## config.mk

```make
export PLATFORM = sky130hd
export DESIGN_NAME = tmds_link_sequencer_flat
export DESIGN_NICKNAME = d
export VERILOG_FILES = /design/src/rtl/tmds_link_sequencer_if.sv /design/src/rtl/tmds_link_sequencer.sv /design/src/flat_wrapper.sv
export SDC_FILE = /design/constraint.sdc
export NUM_CORES = 1
export LEC_CHECK = 0
export ABC_CLOCK_PERIOD_IN_PS = 3700
export BUFFER_PORTS_ARGS = -buffer_cell sky130_fd_sc_hd__buf_2
export CAP_MARGIN = 20
export CELL_PAD_IN_SITES_DETAIL_PLACEMENT = 2
export CELL_PAD_IN_SITES_GLOBAL_PLACEMENT = 2
export CORE_ASPECT_RATIO = 0.75
export CORE_MARGIN = 2
export CORE_UTILIZATION = 31
export DETAILED_ROUTE_END_ITERATION = 8
export PLACE_DENSITY = 0.94
export SETUP_SLACK_MARGIN = 0.4
export SLEW_MARGIN = 20
export SYNTH_ARGS = -nofsm -noshare
export SYNTH_HDL_FRONTEND = slang
export SYNTH_SLANG_ARGS = --single-unit
export TNS_END_PERCENT = 5
```

## constraint.sdc

```tcl
create_clock -name pix_1x_clk -period 3.7 [get_ports pix_1x_clk]
set_input_delay 0.555 -clock pix_1x_clk [delete_from_list [all_inputs] [get_ports pix_1x_clk]]
set_output_delay 0.555 -clock pix_1x_clk [all_outputs]
set_load 0.1 [all_outputs]
```

## src/rtl/tmds_link_sequencer_if.sv

```systemverilog
// Link-sequencer signal bundle: lock/enable/frame controls, TMDS symbol paths, status.
interface tmds_link_sequencer_if;
  logic       i_mmcm_locked;
  logic       i_enable;
  logic       i_frame_start;
  logic [9:0] i_tmds_ch0;
  logic [9:0] i_tmds_ch1;
  logic [9:0] i_tmds_ch2;
  logic [9:0] o_tmds_ch0;
  logic [9:0] o_tmds_ch1;
  logic [9:0] o_tmds_ch2;
  logic       o_rst_oserdes;
  logic       o_link_up;
  logic [2:0] o_state;

  // Driver side: timing generator, encoders and MMCM feed the sequencer.
  modport master (
    output i_mmcm_locked, i_enable, i_frame_start,
    output i_tmds_ch0, i_tmds_ch1, i_tmds_ch2,
    input  o_tmds_ch0, o_tmds_ch1, o_tmds_ch2,
    input  o_rst_oserdes, o_link_up, o_state
  );

  // Sequencer side.
  modport slave (
    input  i_mmcm_locked, i_enable, i_frame_start,
    input  i_tmds_ch0, i_tmds_ch1, i_tmds_ch2,
    output o_tmds_ch0, o_tmds_ch1, o_tmds_ch2,
    output o_rst_oserdes, o_link_up, o_state
  );
endinterface

```

## src/rtl/tmds_link_sequencer.sv

```systemverilog
// TMDS transmit link bring-up: waits for stable MMCM lock, sequences serializer
// reset, sends control tokens, and switches to video on a frame boundary.
module tmds_link_sequencer #(
  parameter int unsigned LOCK_STABLE_CYCLES = 1024,
  parameter int unsigned RST_CYCLES         = 16,
  parameter int unsigned SYNC_MIN_CYCLES    = 64,
  parameter logic [9:0]  CTRL_TOKEN         = 10'b1101010100
) (
  input logic                  pix_1x_clk,
  input logic                  i_rst,
  tmds_link_sequencer_if.slave link
);

  localparam int unsigned MAX_AB  = (LOCK_STABLE_CYCLES > RST_CYCLES) ? LOCK_STABLE_CYCLES : RST_CYCLES;
  localparam int unsigned MAX_CNT = (MAX_AB > SYNC_MIN_CYCLES) ? MAX_AB : SYNC_MIN_CYCLES;
  localparam int unsigned CNT_W   = $clog2(MAX_CNT + 1);

  localparam logic [CNT_W-1:0] LOCK_LAST = CNT_W'(LOCK_STABLE_CYCLES - 1);
  localparam logic [CNT_W-1:0] RST_LAST  = CNT_W'(RST_CYCLES - 1);
  localparam logic [CNT_W-1:0] SYNC_SAT  = CNT_W'(SYNC_MIN_CYCLES);

  typedef enum logic [2:0] {
    IDLE      = 3'd0,
    WAIT_LOCK = 3'd1,
    RST_HOLD  = 3'd2,
    SYNC      = 3'd3,
    ACTIVE    = 3'd4
  } state_t;

  state_t           state, state_nxt;
  logic [CNT_W-1:0] cnt, cnt_nxt;
  logic             lock_meta, lock_s;
  logic             rst_oserdes_q, rst_oserdes_nxt;
  logic             link_up_q, link_up_nxt;
  logic [9:0]       tmds0_q, tmds1_q, tmds2_q;
  logic [9:0]       tmds0_nxt, tmds1_nxt, tmds2_nxt;

  // Two-flop synchronizer for the asynchronous MMCM lock.
  always_ff @(posedge pix_1x_clk) begin
    if (i_rst) begin
      lock_meta <= 1'b0;
      lock_s    <= 1'b0;
    end else begin
      lock_meta <= link.i_mmcm_locked;
      lock_s    <= lock_meta;
    end
  end

  // State, shared counter and output registers.
  always_ff @(posedge pix_1x_clk) begin
    if (i_rst) begin
      state         <= IDLE;
      cnt           <= '0;
      rst_oserdes_q <= 1'b1;
      link_up_q     <= 1'b0;
      tmds0_q       <= CTRL_TOKEN;
      tmds1_q       <= CTRL_TOKEN;
      tmds2_q       <= CTRL_TOKEN;
    end else begin
      state         <= state_nxt;
      cnt           <= cnt_nxt;
      rst_oserdes_q <= rst_oserdes_nxt;
      link_up_q     <= link_up_nxt;
      tmds0_q       <= tmds0_nxt;
      tmds1_q       <= tmds1_nxt;
      tmds2_q       <= tmds2_nxt;
    end
  end

  // Next state and counter; disable beats lock loss, lock loss beats per-state rules.
  always_comb begin
    state_nxt = state;
    cnt_nxt   = cnt;
    if (!link.i_enable && (state != IDLE)) begin
      state_nxt = IDLE;
    end else if (!lock_s && ((state == RST_HOLD) || (state == SYNC) || (state == ACTIVE))) begin
      state_nxt = WAIT_LOCK;
    end else begin
      case (state)
        IDLE: begin
          if (link.i_enable) state_nxt = WAIT_LOCK;
        end
        WAIT_LOCK: begin
          if (!lock_s)                cnt_nxt   = '0;
          else if (cnt == LOCK_LAST)  state_nxt = RST_HOLD;
          else                        cnt_nxt   = cnt + CNT_W'(1);
        end
        RST_HOLD: begin
          if (cnt == RST_LAST) state_nxt = SYNC;
          else                 cnt_nxt   = cnt + CNT_W'(1);
        end
        SYNC: begin
          if (cnt == SYNC_SAT) begin
            if (link.i_frame_start) state_nxt = ACTIVE;
          end else begin
            cnt_nxt = cnt + CNT_W'(1);
          end
        end
        ACTIVE: begin
          state_nxt = ACTIVE;
        end
        default: begin
          state_nxt = IDLE;
        end
      endcase
    end
    if (state_nxt != state) cnt_nxt = '0;
  end

  // Outputs decoded from the next state so they change on entry.
  always_comb begin
    rst_oserdes_nxt = 1'b1;
    link_up_nxt     = 1'b0;
    tmds0_nxt       = CTRL_TOKEN;
    tmds1_nxt       = CTRL_TOKEN;
    tmds2_nxt       = CTRL_TOKEN;
    if ((state_nxt == SYNC) || (state_nxt == ACTIVE)) rst_oserdes_nxt = 1'b0;
    if (state_nxt == ACTIVE) begin
      link_up_nxt = 1'b1;
      tmds0_nxt   = link.i_tmds_ch0;
      tmds1_nxt   = link.i_tmds_ch1;
      tmds2_nxt   = link.i_tmds_ch2;
    end
  end

  assign link.o_state       = state;
  assign link.o_rst_oserdes = rst_oserdes_q;
  assign link.o_link_up     = link_up_q;
  assign link.o_tmds_ch0    = tmds0_q;
  assign link.o_tmds_ch1    = tmds1_q;
  assign link.o_tmds_ch2    = tmds2_q;

endmodule

```

## src/flat_wrapper.sv

```systemverilog
// flat-port wrapper written by rule: the top's interface ports become plain ports
module tmds_link_sequencer_flat 
#(
  parameter int unsigned LOCK_STABLE_CYCLES = 1024,
  parameter int unsigned RST_CYCLES         = 16,
  parameter int unsigned SYNC_MIN_CYCLES    = 64,
  parameter logic [9:0]  CTRL_TOKEN         = 10'b1101010100
)
  (pix_1x_clk, i_rst, link_i_mmcm_locked, link_i_enable, link_i_frame_start, link_i_tmds_ch0, link_i_tmds_ch1, link_i_tmds_ch2, link_o_tmds_ch0, link_o_tmds_ch1, link_o_tmds_ch2, link_o_rst_oserdes, link_o_link_up, link_o_state);
  tmds_link_sequencer_if link_i ();
  input logic pix_1x_clk;
  input logic i_rst;
  input wire logic [$bits(link_i.i_mmcm_locked)-1:0] link_i_mmcm_locked;
  input wire logic [$bits(link_i.i_enable)-1:0] link_i_enable;
  input wire logic [$bits(link_i.i_frame_start)-1:0] link_i_frame_start;
  input wire logic [$bits(link_i.i_tmds_ch0)-1:0] link_i_tmds_ch0;
  input wire logic [$bits(link_i.i_tmds_ch1)-1:0] link_i_tmds_ch1;
  input wire logic [$bits(link_i.i_tmds_ch2)-1:0] link_i_tmds_ch2;
  output wire logic [$bits(link_i.o_tmds_ch0)-1:0] link_o_tmds_ch0;
  output wire logic [$bits(link_i.o_tmds_ch1)-1:0] link_o_tmds_ch1;
  output wire logic [$bits(link_i.o_tmds_ch2)-1:0] link_o_tmds_ch2;
  output wire logic [$bits(link_i.o_rst_oserdes)-1:0] link_o_rst_oserdes;
  output wire logic [$bits(link_i.o_link_up)-1:0] link_o_link_up;
  output wire logic [$bits(link_i.o_state)-1:0] link_o_state;
  assign link_i.i_mmcm_locked = link_i_mmcm_locked;
  assign link_i.i_enable = link_i_enable;
  assign link_i.i_frame_start = link_i_frame_start;
  assign link_i.i_tmds_ch0 = link_i_tmds_ch0;
  assign link_i.i_tmds_ch1 = link_i_tmds_ch1;
  assign link_i.i_tmds_ch2 = link_i_tmds_ch2;
  assign link_o_tmds_ch0 = link_i.o_tmds_ch0;
  assign link_o_tmds_ch1 = link_i.o_tmds_ch1;
  assign link_o_tmds_ch2 = link_i.o_tmds_ch2;
  assign link_o_rst_oserdes = link_i.o_rst_oserdes;
  assign link_o_link_up = link_i.o_link_up;
  assign link_o_state = link_i.o_state;
  tmds_link_sequencer #(.LOCK_STABLE_CYCLES(LOCK_STABLE_CYCLES), .RST_CYCLES(RST_CYCLES), .SYNC_MIN_CYCLES(SYNC_MIN_CYCLES), .CTRL_TOKEN(CTRL_TOKEN)) u_core (.pix_1x_clk(pix_1x_clk), .i_rst(i_rst), .link(link_i));
endmodule
```

### Word level (Yosys, flattened, before mapping)

Cells that the tools add are included.

| operators by class | value |
|---|---|
| multiplexer cells | 16 |
| reduce and logical (&&, ||, !) cells | 13 |
| equality and inequality tests | 13 |
| add/subtract/negate cells | 1 |
| bitwise gates (word level) | 3 |

Operators by type and width:

| kind | count |
|---|---|
| $mux W11 | 4 |
| $pmux W11 S3 | 1 |
| $mux W3 | 8 |
| $pmux W3 S5 | 1 |
| $add A11 B1 Y11 const B | 1 |
| $eq A11 B10 Y1 const B | 1 |
| $eq A11 B4 Y1 const B | 1 |
| $eq A11 B7 Y1 const B | 1 |
| $eq A3 B2 Y1 const B | 3 |
| $eq A3 B3 Y1 const B | 2 |
| $reduce_and A6 Y1 | 1 |
| $reduce_bool A3 Y1 | 2 |
| $ne A2 B2 Y1 const B | 2 |
| $reduce_or A2 Y1 | 2 |
| $eq A3 B1 Y1 const B | 1 |
| $logic_not A3 Y1 | 1 |
| $logic_or A1 B1 Y1 | 3 |
| $ne A3 B3 Y1 | 1 |
| $ne A3 B3 Y1 const B | 1 |
| $not A1 Y1 | 3 |
| $logic_and A1 B1 Y1 | 2 |
| $logic_not A1 Y1 | 2 |
| $mux W1 | 2 |

| storage, ports and cells | value |
|---|---|
| bits of input ports | 35 |
| bits in registers | 48 |

### Logic depth before layout (Yosys ltp)

Gate-level depths: netlist (run 1).

| logic depth | value |
|---|---|
| depth in word-level cells | 9 |
| gate-level depth with buffers | 8 |

### Worst setup path after synthesis (run 1)

No wires, ideal clock.

| timing | value |
|---|---|
| kind | flip-flop to flip-flop |
| start point | reg u_core.state[0], in the netlist u_core.link.o_state[0] |
| end point | reg u_core.cnt[7] |
| period minus slack after synthesis | 2.615 ns |
| cell stages (with the launch flop) | 7 |
| path buffers | 1 |
| data arrival time | 2.535 ns |
| setup time | 0.080 ns |
| path slack | 1.085 ns |
| data required time | 3.620 ns |
| path through | dfxtp_1 > buf_6 > mux2i_1 > a41o_1 > or4_1 > or3_1 > a211oi_2 |

| on the way | value |
|---|---|
| longest elaborated chain between the ends | 8 |
| elaborated cells on any way between the ends | 29 |
| classes of those cells | eq/ne (8); mux (10); bitwise (2); reduce/logical (9) |

Ends and longest elaborated chain:

| what | line | RTL |
|---|---|---|
| start, declared | tmds_link_sequencer.sv:30 | `state_t state, state_nxt;` |
| start signal, assigned | tmds_link_sequencer.sv:60 | `state <= state_nxt;` |
| branches (longest 8 deep; another with $pmux W3 S5) | - |  |
| end signal, assigned | tmds_link_sequencer.sv:61 | `cnt <= cnt_nxt;` |
| end, declared | tmds_link_sequencer.sv:31 | `logic [CNT_W-1:0] cnt, cnt_nxt;` |

Several ways; the timed one is not identified.
A chain may end at the register's enable or synchronous reset.

### Final worst setup path (run 1)

| timing | value |
|---|---|
| start point | reg u_core.cnt[0] |
| end point | reg u_core.cnt[3] |

| on the way | value |
|---|---|
| longest elaborated chain between the ends | 8 |
| elaborated cells on any way between the ends | 22 |
| classes of those cells | add/sub (1); eq/ne (7); mux (12); reduce/logical (2) |

Ends and longest elaborated chain:

| what | line | RTL |
|---|---|---|
| $eq A11 B10 Y1 | tmds_link_sequencer.sv:85 | `else if (cnt == LOCK_LAST) state_nxt = RST_HOLD;` |
| $mux W3 | tmds_link_sequencer.sv:85 |  |
| $mux W3 | tmds_link_sequencer.sv:84 | `if (!lock_s) cnt_nxt = '0;` |
| $pmux W3 S5 | tmds_link_sequencer.sv:79 | `case (state)` |
| $mux W3 | tmds_link_sequencer.sv:76 | `end else if (!lock_s && ((state == RST_HOLD) \|\| (state == SYNC) \|\| (state == ACTIVE))) begin` |
| $mux W3 | tmds_link_sequencer.sv:74 | `if (!link.i_enable && (state != IDLE)) begin` |
| $ne A3 B3 Y1 | tmds_link_sequencer.sv:107 | `if (state_nxt != state) cnt_nxt = '0;` |
| $reduce_or A2 Y1 (no line) | - |  |

Several ways; a longest one is shown, not always the timed one. The select of a mux whose other input is x is not followed.

==> results.cfg, run 1 <==
[run_status]
run_status = finished, final reports clean

[timing]
achievable-frequency_ghz = 0.435
maxSlewViolCount = 0
setup_viol = 0
final.min_clock_period_ns = 2.30
fin_skew_ns = 0.00849
maxSlewHeadroom_pct = 65.3
min_period_over_period_pct = 62.1
finalHoldViolCount = 0
setup_repair_after_global_routing_missed_its_margin = no
tightest_slew_ns = 0.516
setup_total_negative_slack_ns = 0

[setup_path]
setup.worst_path.class = reg -> reg
critical_path.startpoint_type = register
crit_fanout = 15
worstPathRequired_ns = 3.92
reg2reg_depth = 7
reg2reg_from = u_core.cnt[0]
worst_r2r_endpoint = u_core.cnt[3]
critPathArrivalTime_ns = 2.52
end_kind = register
regToRegSetupSlack_ns = 1.40

[yosys]
seq_area_frac_synth_pct = 50.6
register_bit_count_reported_by_yosys = 48
postSynthAreaPerCell_um2 = 9.94
synthFlopType = sky130_fd_sc_hd__dfxtp_1
yosys.cell_types.count = 48
yosys_synthesis_warning_count = 0
post_synth_instance_area_um2 = 1900
post_synth_edffs = 0
synth_nets = 228
synthArstFlopShare_pct = 0
synthCells = 191

[global_route]
grt_start_max_net_pins = 32
grt_antenna_before_repair = 0
global_route.usage.total_pct = 18.7
grt_first_pass_wirelength_mm = 9.55
globalRoute.totalOverflow = 0
grt_pass1_vias = 1862

[place]
dpl_cell_area_um2 = 2320
port-buffer-count = 69
dp_hpwl_mm = 4.47
routabilityCongestion = 0.794

[drt]
post-route-drc-count = 0
detail_route.first_pass.iterations = 4
detailedRoute.firstIterationViolations = 77
via_count = 1726
antenna_violating_nets_post_route = 0
routed_via_density = 5.08
wire_per_inst_um = 18.0
aggregate_routed_wire_length_mm = 6.11

[layout]
post_route_cell_area_um2 = 2420
area_of_combinational_cells_with_multiple_inputs_um2 = 870
final_core_utilization_pct = 41.3
fillCellCount = 676
drive_above_1_share_pct = 34.7
synthToLayoutAreaGrowth_pct = 27.2
final_cell_mix = sky130_fd_sc_hd__buf_2, sky130_fd_sc_hd__dfxtp_1, sky130_fd_sc_hd__nand2b_1
antenna_cells_inserted = 0
register_area_um2 = 961
nets = 298
mostFrequentLayoutCell = sky130_fd_sc_hd__buf_2

[floorplan]
core.rowCount = 24
die_y_um = 71.8
horiz_die_dim_um = 94.4
starting_density_of_the_core_pct = 32.4
floorplan.die_area_um2 = 6780
coreArea_um2 = 5860
ios = 70

[clock_tree]
clk_latency_ns = 0.31
clk_path_buf_depth = 2
cts_max_level = 2
cts_tree = built
cts_hold_buffers = 0
clock_sink_count = 48
cts_post_setup_buffers_inserted = 0
cts_inserted_buffers = 5
cts_root_buf = sky130_fd_sc_hd__clkbuf_8
post_cts_resize_count = 0
clkTransAtPathRegs_ns = 0.09

[hold_path]
hold_path_depth = 2
min_to = u_core.link.o_tmds_ch2[9]
worst_hold_path_type = in -> reg
hold_start = link_i_tmds_ch2[9]

[pwr]
max-vdd-ir-drop_v = 0.000169
overall_power_of_the_completed_layout_mw = 0.922
power_density_nw_per_um2 = 382
static_leakage_power_nw = 0.934

[flow_run]
drv_cap = 0
-- registers in the layout, indices dropped and copies added (netlist names) --
signal                     flops
u_core.link.o_rst_oserdes      1
u_core.link.o_state            3
u_core.link.o_tmds_ch0        10
u_core.link.o_tmds_ch1        10
u_core.lock_meta               1
u_core.link.o_link_up          1
u_core.cnt                    11
u_core.link.o_tmds_ch2        10
u_core.lock_s                  1
-- area by class of cell --
type | count | share of cell area (%)
Sequential cell | 48 | 39.8
Timing Repair Buffer | 72 | 15.2
Multi-Input combinational cell | 128 | 36.0
Inverter | 6 | 0.932
Clock inverter | 2 | 0.621
Tap cell | 78 | 4.04
Clock buffer | 6 | 3.42
-- where the power goes --
part           internal [mW]  switching, mW  total, mW
logic                 0.0279         0.0338     0.0617
registers              0.519        0.00495      0.523
clock network          0.152          0.185      0.337
-- synthesized netlist by cell type (all sizes together) (3+ instances only) --
| cell type | n | area (um2) |
|---|---|---|
| nand2b | 16 | 100 |
| o31ai | 3 | 22.5 |
| nor2 | 4 | 15.0 |
| nor4 | 4 | 31.3 |
| and2 | 16 | 103 |
| a211oi | 10 | 80.1 |
| a21oi | 6 | 30.0 |
| buf | 6 | 38.8 |
| dfxtp | 48 | 961 |
| nand3 | 5 | 25.0 |
| clkbuf | 3 | 12.5 |
| or4 | 5 | 41.3 |
| or3 | 6 | 38.8 |
| o21ai | 8 | 40.0 |
| nor2b | 5 | 31.3 |
| inv | 6 | 22.5 |
| nand2 | 9 | 33.8 |
| nor3 | 5 | 25.0 |
-- cell families (layout without fill, tap and decap cells) --
group | after synthesis | after routing | share of synthesized area (%)
xor gates and xnor gates | 1 | 1 | 0.461
AOI/OAI and AO/OA | 34 | 34 | 12.1
and+or+nand+nor | 89 | 89 | 30.6
muxes | 1 | 1 | 0.527
adders and majority gates | 3 | 3 | 1.84
buffers and inverters | 15 | 86 | 3.89
DFF | 48 | 48 | 50.6
-- how the worst max path moves through the flow --
stage	from	endpoint	slack (ns)	cells past startpoint
2_1_floorplan	u_core.link.o_state[0]	u_core.cnt[7]	1.09	6
3_3_place_gp	u_core.cnt[0]	u_core.cnt[3]	1.53	7
3_5_place_dp	u_core.cnt[0]	u_core.cnt[3]	1.43	7
4_1_cts	u_core.cnt[0]	u_core.cnt[3]	1.41	7
5_1_grt	u_core.link.o_state[1]	u_core.cnt[3]	1.24	5
6_report	u_core.cnt[0]	u_core.cnt[3]	1.40	7
-- stage by stage --
| step | hold WS [ns] | worst slack (ns) | instances |
|---|---|---|---|
| floorplan | 0.414 | 1.09 | 191 |
| global placement | 0.435 | 1.53 | 332 |
| detailed placement | 0.452 | 1.43 | 332 |
| CTS | 0.420 | 1.41 | 340 |
| global route | 0.416 | 1.24 | 340 |
| finish | 0.429 | 1.40 | 340 |
-- worst max-delay path: stages (launching register included) --
cell and delay [ns]:
sky130_fd_sc_hd__dfxtp_1 0.39, sky130_fd_sc_hd__inv_1 0.09, sky130_fd_sc_hd__ha_1 0.19, sky130_fd_sc_hd__nor4bb_1 0.14, sky130_fd_sc_hd__a41o_1 0.32, sky130_fd_sc_hd__nand4bb_4 0.37, sky130_fd_sc_hd__or3_2 0.50, sky130_fd_sc_hd__a211oi_1 0.22
-- layer usage --
| metal | track usage (%) | vias to the layer above | share of wire (%) |
|---|---|---|---|
| li1 | - | 819 | - |
| met1 | 22.4 | 860 | 42 |
| met2 | 33.3 | 42 | 52 |
| met3 | 4.52 | 5 | 4.9 |
| met4 | 5.64 | 0 | 1.0 |
| met5 | 0 | - | 0 |
No activity file was read; power rests on OpenSTA's default activity.
==> inputs of run 2 (changes only) <==
--- a/config.mk
+++ b/config.mk
@@ -5,16 +5,16 @@
 export SDC_FILE = /design/constraint.sdc
 export NUM_CORES = 1
 export LEC_CHECK = 0
-export ABC_CLOCK_PERIOD_IN_PS = 3700
+export ABC_CLOCK_PERIOD_IN_PS = 2300
 export BUFFER_PORTS_ARGS = -buffer_cell sky130_fd_sc_hd__buf_2
 export CAP_MARGIN = 20
 export CELL_PAD_IN_SITES_DETAIL_PLACEMENT = 2
 export CELL_PAD_IN_SITES_GLOBAL_PLACEMENT = 2
 export CORE_ASPECT_RATIO = 0.75
 export CORE_MARGIN = 2
-export CORE_UTILIZATION = 31
+export CORE_UTILIZATION = 28
 export DETAILED_ROUTE_END_ITERATION = 8
-export PLACE_DENSITY = 0.94
+export PLACE_DENSITY = 0.87
 export SETUP_SLACK_MARGIN = 0.4
 export SLEW_MARGIN = 20
 export SYNTH_ARGS = -nofsm -noshare
==> constraint.sdc (replaced) <==
create_clock -name pix_1x_clk -period 2.3 [get_ports pix_1x_clk]
set_input_delay 0.345 -clock pix_1x_clk [delete_from_list [all_inputs] [get_ports pix_1x_clk]]
set_output_delay 0.345 -clock pix_1x_clk [all_outputs]
set_load 0.1 [all_outputs]
==> run 2 against run 1 <==
  * Critical path depth fell by 1
  * Clock skew barely moved
  * Non-clock buffer count rose by 26
  * Setup slack got worse by 1.2 ns
  * Via count rose by 12%
  * Combinational power rose by 130%
  * Count of clock-buffer cells in the layout rose by 1
  * Routed wire length rose by 46%
  * Die area rose by 10%
  * Clock power rose by 89%
  * Critical path type unchanged
  * Largest cell class is now multi-input combinational cells
==> results.cfg, run 2 (same netlist as run 1, synthesis figures left out) <==
[clock_tree]
cts_max_level = 2
cts_root_buf = sky130_fd_sc_hd__clkbuf_8
cts_inserted_buffers = 5
cts_tree = built
clkTransAtPathRegs_ns = 0.09
clk_path_buf_depth = 2
clock_sink_count = 48
clk_latency_ns = 0.31

[timing]
finalHoldViolCount = 0
fin_skew_ns = 0.00880
maxSlewViolCount = 0
setup_viol = 0
min_period_over_period_pct = 93.2
maxSlewHeadroom_pct = 64.6
setup_repair_after_global_routing_missed_its_margin = yes
achievable-frequency_ghz = 0.466
tightest_slew_ns = 0.534
final.min_clock_period_ns = 2.14
setup_total_negative_slack_ns = 0

[floorplan]
die_y_um = 75.3
ios = 70
starting_density_of_the_core_pct = 29.5
floorplan.die_area_um2 = 7460
coreArea_um2 = 6440
horiz_die_dim_um = 99.1
core.rowCount = 25

[global_route]
grt_pass1_vias = 1981
global_route.usage.total_pct = 20.1
grt_first_pass_wirelength_mm = 11.3
grt_start_max_net_pins = 15
globalRoute.totalOverflow = 0
grt_antenna_before_repair = 0

[drt]
detail_route.first_pass.iterations = 4
wire_per_inst_um = 24.1
antenna_violating_nets_post_route = 0
routed_via_density = 5.24
aggregate_routed_wire_length_mm = 8.91
detailedRoute.firstIterationViolations = 110
via_count = 1932
post-route-drc-count = 0

[setup_path]
worstPathRequired_ns = 2.48
crit_fanout = 6
setup.worst_path.class = reg -> reg
worst_path_largest_cell_delay_ns = 0.44
critical_path.startpoint_type = register
crit_chain = nor4_4 > and4_4 > o211ai_1 > o311ai_2 > buf_4 > a211oi_1
slowest_stage = sky130_fd_sc_hd__nor4_4
end_kind = register
critPathArrivalTime_ns = 2.33

[layout]
register_with_the_most_flip_flops = u_core.cnt
mostFrequentLayoutCell = sky130_fd_sc_hd__buf_2
nets = 325
fillCellCount = 688
antenna_cells_inserted = 0
drive_above_1_share_pct = 50.7
register_area_um2 = 985
area_of_combinational_cells_with_multiple_inputs_um2 = 1010
largest_register_ff_count = 11
final_cell_mix = sky130_fd_sc_hd__buf_2, sky130_fd_sc_hd__dfxtp_1, sky130_fd_sc_hd__buf_4
instances_no_fill = 369
synthToLayoutAreaGrowth_pct = 48.1

[run_status]
run_status = finished, final reports clean

[place]
dp_hpwl_mm = 5.05
port-buffer-count = 69
dp_cells = 341
routabilityCongestion = 0.756

[hold_path]
worst_hold_path_type = in -> reg

[pwr]
static_leakage_power_nw = 1.11
power_density_nw_per_um2 = 574
max-vdd-ir-drop_v = 0.000297

[flow_run]
drv_cap = 0
run 2: cell types whose count changed in the layout (fill, tap and decap cells not counted), moves of 3 or more:
cell	before	now
sky130_fd_sc_hd__dfxtp_4	0	5
sky130_fd_sc_hd__a211oi_2	1	8
sky130_fd_sc_hd__dfxtp_2	0	4
sky130_fd_sc_hd__a211oi_1	9	2
sky130_fd_sc_hd__or4_1	4	1
sky130_fd_sc_hd__or4_4	1	4
sky130_fd_sc_hd__buf_4	3	27
sky130_fd_sc_hd__dfxtp_1	48	39
run 2: final cells by class:
| class | count | share of cell area, % |
|---|---|---|
| repair buffers | 98 | 20.3 |
| multi-input cells | 129 | 36.1 |
| well taps | 81 | 3.60 |
| clock buffers | 7 | 4.23 |
| flip-flops and latches | 48 | 35.0 |
| inverters | 6 | 0.801 |
run 2: timing repair:
| action | in CTS | in global routing |
|---|---|---|
| hold buffers | 0 | 0 |
| hold endpoints to repair | 0 | 0 |
| endpoints found under the setup margin | 43 | 43 |
| gates cloned | 2 | 0 |
| setup buffers | 7 | 12 |
| pin swaps | 8 | 9 |
| gates resized for setup | 24 | 15 |
run 2: final timing paths:
path | to | slack, ns | from | cells after the start
worst min-delay path | u_core.link.o_tmds_ch0[8] | 0.22 | link_i_tmds_ch0[8] | 2
worst min register to register | u_core.cnt[1] | 0.52 | u_core.cnt[1] | 2
worst max-delay path | u_core.cnt[5] | 0.16 | u_core.cnt[7] | 6
worst max register to register | u_core.cnt[5] | 0.16 | u_core.cnt[7] | 6
run 2: worst max-delay path, delay by kind of cell, from the launching register on:
kind | cells | cell delay (ns)
buffers and inverters | 1 | 0.25
and+or+nand+nor | 2 | 0.74
DFF | 1 | 0.37
AOI/OAI and AO/OA | 3 | 0.66
run 2: per-stage QoR:
step	area (um2)	hold slack, ns	utilization, %	total power, mW	setup WS, ns
finish	2810	0.220	43.7	1.62	0.155
global route	2810	0.205	43.7	1.68	0.102
CTS	2660	0.217	41.3	1.61	0.271
detailed placement	2380	0.462	37.0	0.957	0.0242
global placement	2380	0.433	37.0	0.952	0.163
floorplan	1920	0.407	-	0.912	0.270
run 2: layer usage:
layer  share of wire, %  global-route usage, %  up-vias  wire length, um
met3                5.3                   4.40       17              470
met4                2.5                   5.78        0              219
met5                  0                      0        -                0
met2                 51                   35.5       67             4580
li1                   -                      -      875                -
met1                 41                   25.3      973             3640
run 2: where the power goes:
part	switching, mW	internal [mW]	leakage [nW]
registers	0.00712	0.829	0.394
clock network	0.297	0.341	0.0606
logic	0.0764	0.0646	0.654
total	0.381	1.24	1.11
==> inputs of run 3 (changes only) <==
--- a/config.mk
+++ b/config.mk
@@ -5,6 +5,7 @@
 export SDC_FILE = /design/constraint.sdc
 export NUM_CORES = 1
 export LEC_CHECK = 0
+export ABC_AREA = 1
 export ABC_CLOCK_PERIOD_IN_PS = 2300
 export BUFFER_PORTS_ARGS = -buffer_cell sky130_fd_sc_hd__buf_2
 export CAP_MARGIN = 20
@@ -12,9 +13,9 @@
 export CELL_PAD_IN_SITES_GLOBAL_PLACEMENT = 2
 export CORE_ASPECT_RATIO = 0.75
 export CORE_MARGIN = 2
-export CORE_UTILIZATION = 28
+export CORE_UTILIZATION = 27
 export DETAILED_ROUTE_END_ITERATION = 8
-export PLACE_DENSITY = 0.87
+export PLACE_DENSITY = 0.88
 export SETUP_SLACK_MARGIN = 0.4
 export SLEW_MARGIN = 20
 export SYNTH_ARGS = -nofsm -noshare
==> run 3 against run 2 <==
  * Final cell count up 22%
  * Critical path depth increased by 2
  * Combinational power grew 9%
  * Synthesized cell count increased by 43%
  * Non-clock buffer count shrank 22
  * Global-route usage decreased by 3.4 points
==> results.cfg, run 3 <==
[drt]
detailedRoute.firstIterationViolations = 64
antenna_violating_nets_post_route = 0
routed-wl-met2_mm = 3.99
aggregate_routed_wire_length_mm = 7.56
detail_route.first_pass.iterations = 4
routed_via_density = 4.42
wire_per_inst_um = 16.8
post-route-drc-count = 0
met3_length_um = 200
highest_layer = met4
detail_route.wirelength.met1_mm = 3.27
via_count = 1983

[setup_path]
crit_chain = inv_1 > ha_2 > nand3_1 > nor2_2 > nand3_2 > o21ai_2 > nand3_4 > or2_2
critPathArrivalTime_ns = 2.09
slowest_stage = sky130_fd_sc_hd__dfxtp_4
worstPathRequired_ns = 2.50
critical_path.startpoint_type = register
crit_fanout = 18
end_kind = register
timing.critical_path.max_delay_family = simple AND/OR/NAND/NOR gates
timing.critical_path.buf_inv = 1
setup.worst_path.class = reg -> reg
worst_path_largest_cell_delay_ns = 0.38

[clock_tree]
clk_latency_ns = 0.31
clkTransAtPathRegs_ns = 0.10
cts_inserted_buffers = 5
clock_sink_count = 48
clk_path_buf_depth = 2
cts_tree = built
cts_root_buf = sky130_fd_sc_hd__clkbuf_8
cts_max_level = 2

[yosys]
synth_top_area_share_pct = 45.7
synthArstFlopShare_pct = 0
synthCells = 274
synth.most_common_cell = sky130_fd_sc_hd__dfxtp_1
synth_common_cells = sky130_fd_sc_hd__dfxtp_1, sky130_fd_sc_hd__inv_1, sky130_fd_sc_hd__nand2_1, sky130_fd_sc_hd__nor2_1, sky130_fd_sc_hd__nor2_2
postSynthAreaPerCell_um2 = 7.67
yosys.cell_types.count = 28
register_bit_count_reported_by_yosys = 48
synth_nets = 311
yosys.area.top_type = sky130_fd_sc_hd__dfxtp_1
post_synth_instance_area_um2 = 2100
seq_area_frac_synth_pct = 45.7
post_synth_edffs = 0
netlist_top_cells_area = sky130_fd_sc_hd__dfxtp_1, sky130_fd_sc_hd__inv_1, sky130_fd_sc_hd__nand2_1
synthFlopType = sky130_fd_sc_hd__dfxtp_1
yosys_synthesis_warning_count = 0

[layout]
final_core_utilization_pct = 36.5
antenna_cells_inserted = 0
instances_no_fill = 449
nets = 384
final_cell_mix = sky130_fd_sc_hd__buf_2, sky130_fd_sc_hd__inv_1, sky130_fd_sc_hd__nand2_1
largest_register_ff_count = 11
synthToLayoutAreaGrowth_pct = 29.1
register_with_the_most_flip_flops = u_core.cnt
mostFrequentLayoutCell = sky130_fd_sc_hd__buf_2
drive_above_1_share_pct = 38.5

[pwr]
static_leakage_power_nw = 1.22
overall_power_of_the_completed_layout_mw = 1.52
max-vdd-ir-drop_v = 0.000242
p_sw_share_pct = 27.3
p_comb_share_pct = 10.1
clock_power_share_pct = 34.3
intPower_mw = 1.11
relative_contribution_of_sequential_cells_to_total_power_pct = 55.6
power_density_nw_per_um2 = 560
net-switching-power_mw = 0.415

[place]
dp_hpwl_mm = 5.37
port-buffer-count = 69
dp_cells = 438
routabilityCongestion = 0.803

[timing]
maxSlewHeadroom_pct = 66.3
setup_viol = 0
achievable-frequency_ghz = 0.530
min_period_over_period_pct = 82.1
finalHoldViolCount = 0
setup_total_negative_slack_ns = 0
fin_skew_ns = 0.0106
tightest_slew_ns = 0.510
setup_repair_after_global_routing_missed_its_margin = no
final.min_clock_period_ns = 1.89
maxSlewViolCount = 0

[global_route]
grt_first_pass_wirelength_mm = 11.1
grt_pass1_vias = 2134
global_route.usage.total_pct = 16.7
grt_antenna_before_repair = 0
globalRoute.totalOverflow = 0
grt_start_max_net_pins = 19

[floorplan]
core.rowCount = 27
starting_density_of_the_core_pct = 28.3
die_y_um = 80.4
ios = 70
floorplan.die_area_um2 = 8510
horiz_die_dim_um = 106
coreArea_um2 = 7430

[hold_path]
worst_hold_path_type = in -> reg

[run_status]
run_status = finished, final reports clean

[flow_run]
drv_cap = 0
## run 3: cell types whose count changed in the layout (fill, tap and decap cells not counted), sizes merged, moves of 14 or more
| cell | delta |
|---|---|
| and2 | -16 |
| or2 | +14 |
| nand2 | +36 |
| buf | -22 |
| inv | +41 |
| nor2 | +50 |
| nand2b | -16 |
## run 3: repair_timing
action                                  CTS  global route
hold endpoints to repair                  0             0
hold buffers                              0             0
buffers inserted                          0             3
pin swaps                                 0             4
resized for setup                         5            20
endpoints found under the setup margin   13            42
## run 3: layout make-up
class	instances	area (um2)
fill	890	4720
timing repair buffer	76	410
clock inverter	3	18.8
sequential	48	978
multi-input combinational	168	927
inverter	48	184
tap	101	126
clock buffer	5	68.8
## run 3: power by group through the flow
stage / combinational, mW / sequential (mW) / clock (mW)
2_1_floorplan: 0.0720 / 0.873 / 0
3_3_place_gp: 0.128 / 0.861 / 0
3_5_place_dp: 0.136 / 0.863 / 0
4_1_cts: 0.139 / 0.845 / 0.532
5_1_grt: 0.169 / 0.847 / 0.578
6_report: 0.154 / 0.845 / 0.522
## run 3: logic make-up (layout without fill, tap and decap cells)
family / after synthesis / after routing / share of synthesized area [%]
simple gates: 136 / 136 / 31.8
buf+inv: 58 / 132 / 12.4
flops: 48 / 48 / 45.7
compound gates: 25 / 25 / 6.73
xor+xnor: 5 / 5 / 2.08
fa+ha+maj: 2 / 2 / 1.19
## run 3: worst paths after layout
| path | startpoint | end | slack [ns] | cells after the start |
|---|---|---|---|---|
| worst min register to register | u_core.lock_meta | u_core.lock_s | 0.43 | 2 |
| worst min-delay path | link_i_tmds_ch0[9] | u_core.link.o_tmds_ch0[9] | 0.21 | 2 |
| worst max register to register | u_core.cnt[0] | u_core.link.o_tmds_ch2[2] | 0.41 | 8 |
| worst max-delay path | u_core.cnt[0] | u_core.link.o_tmds_ch2[2] | 0.41 | 8 |
## run 3: stage by stage
step | hold WS [ns] | setup WS [ns] | instance area, um2
floorplan | 0.388 | 0.442 | 2110
global placement | 0.397 | 0.446 | 2530
detailed placement | 0.422 | 0.275 | 2530
CTS | 0.213 | 0.390 | 2630
global route | 0.208 | 0.297 | 2710
finish | 0.211 | 0.412 | 2710
## run 3: layer usage
metal  global-route usage, %  vias to the layer above
li1                        -                      970
met1                    21.2                      966
met2                    30.1                       38
met3                    2.84                        9
met4                    3.55                        0
met5                       0                        -
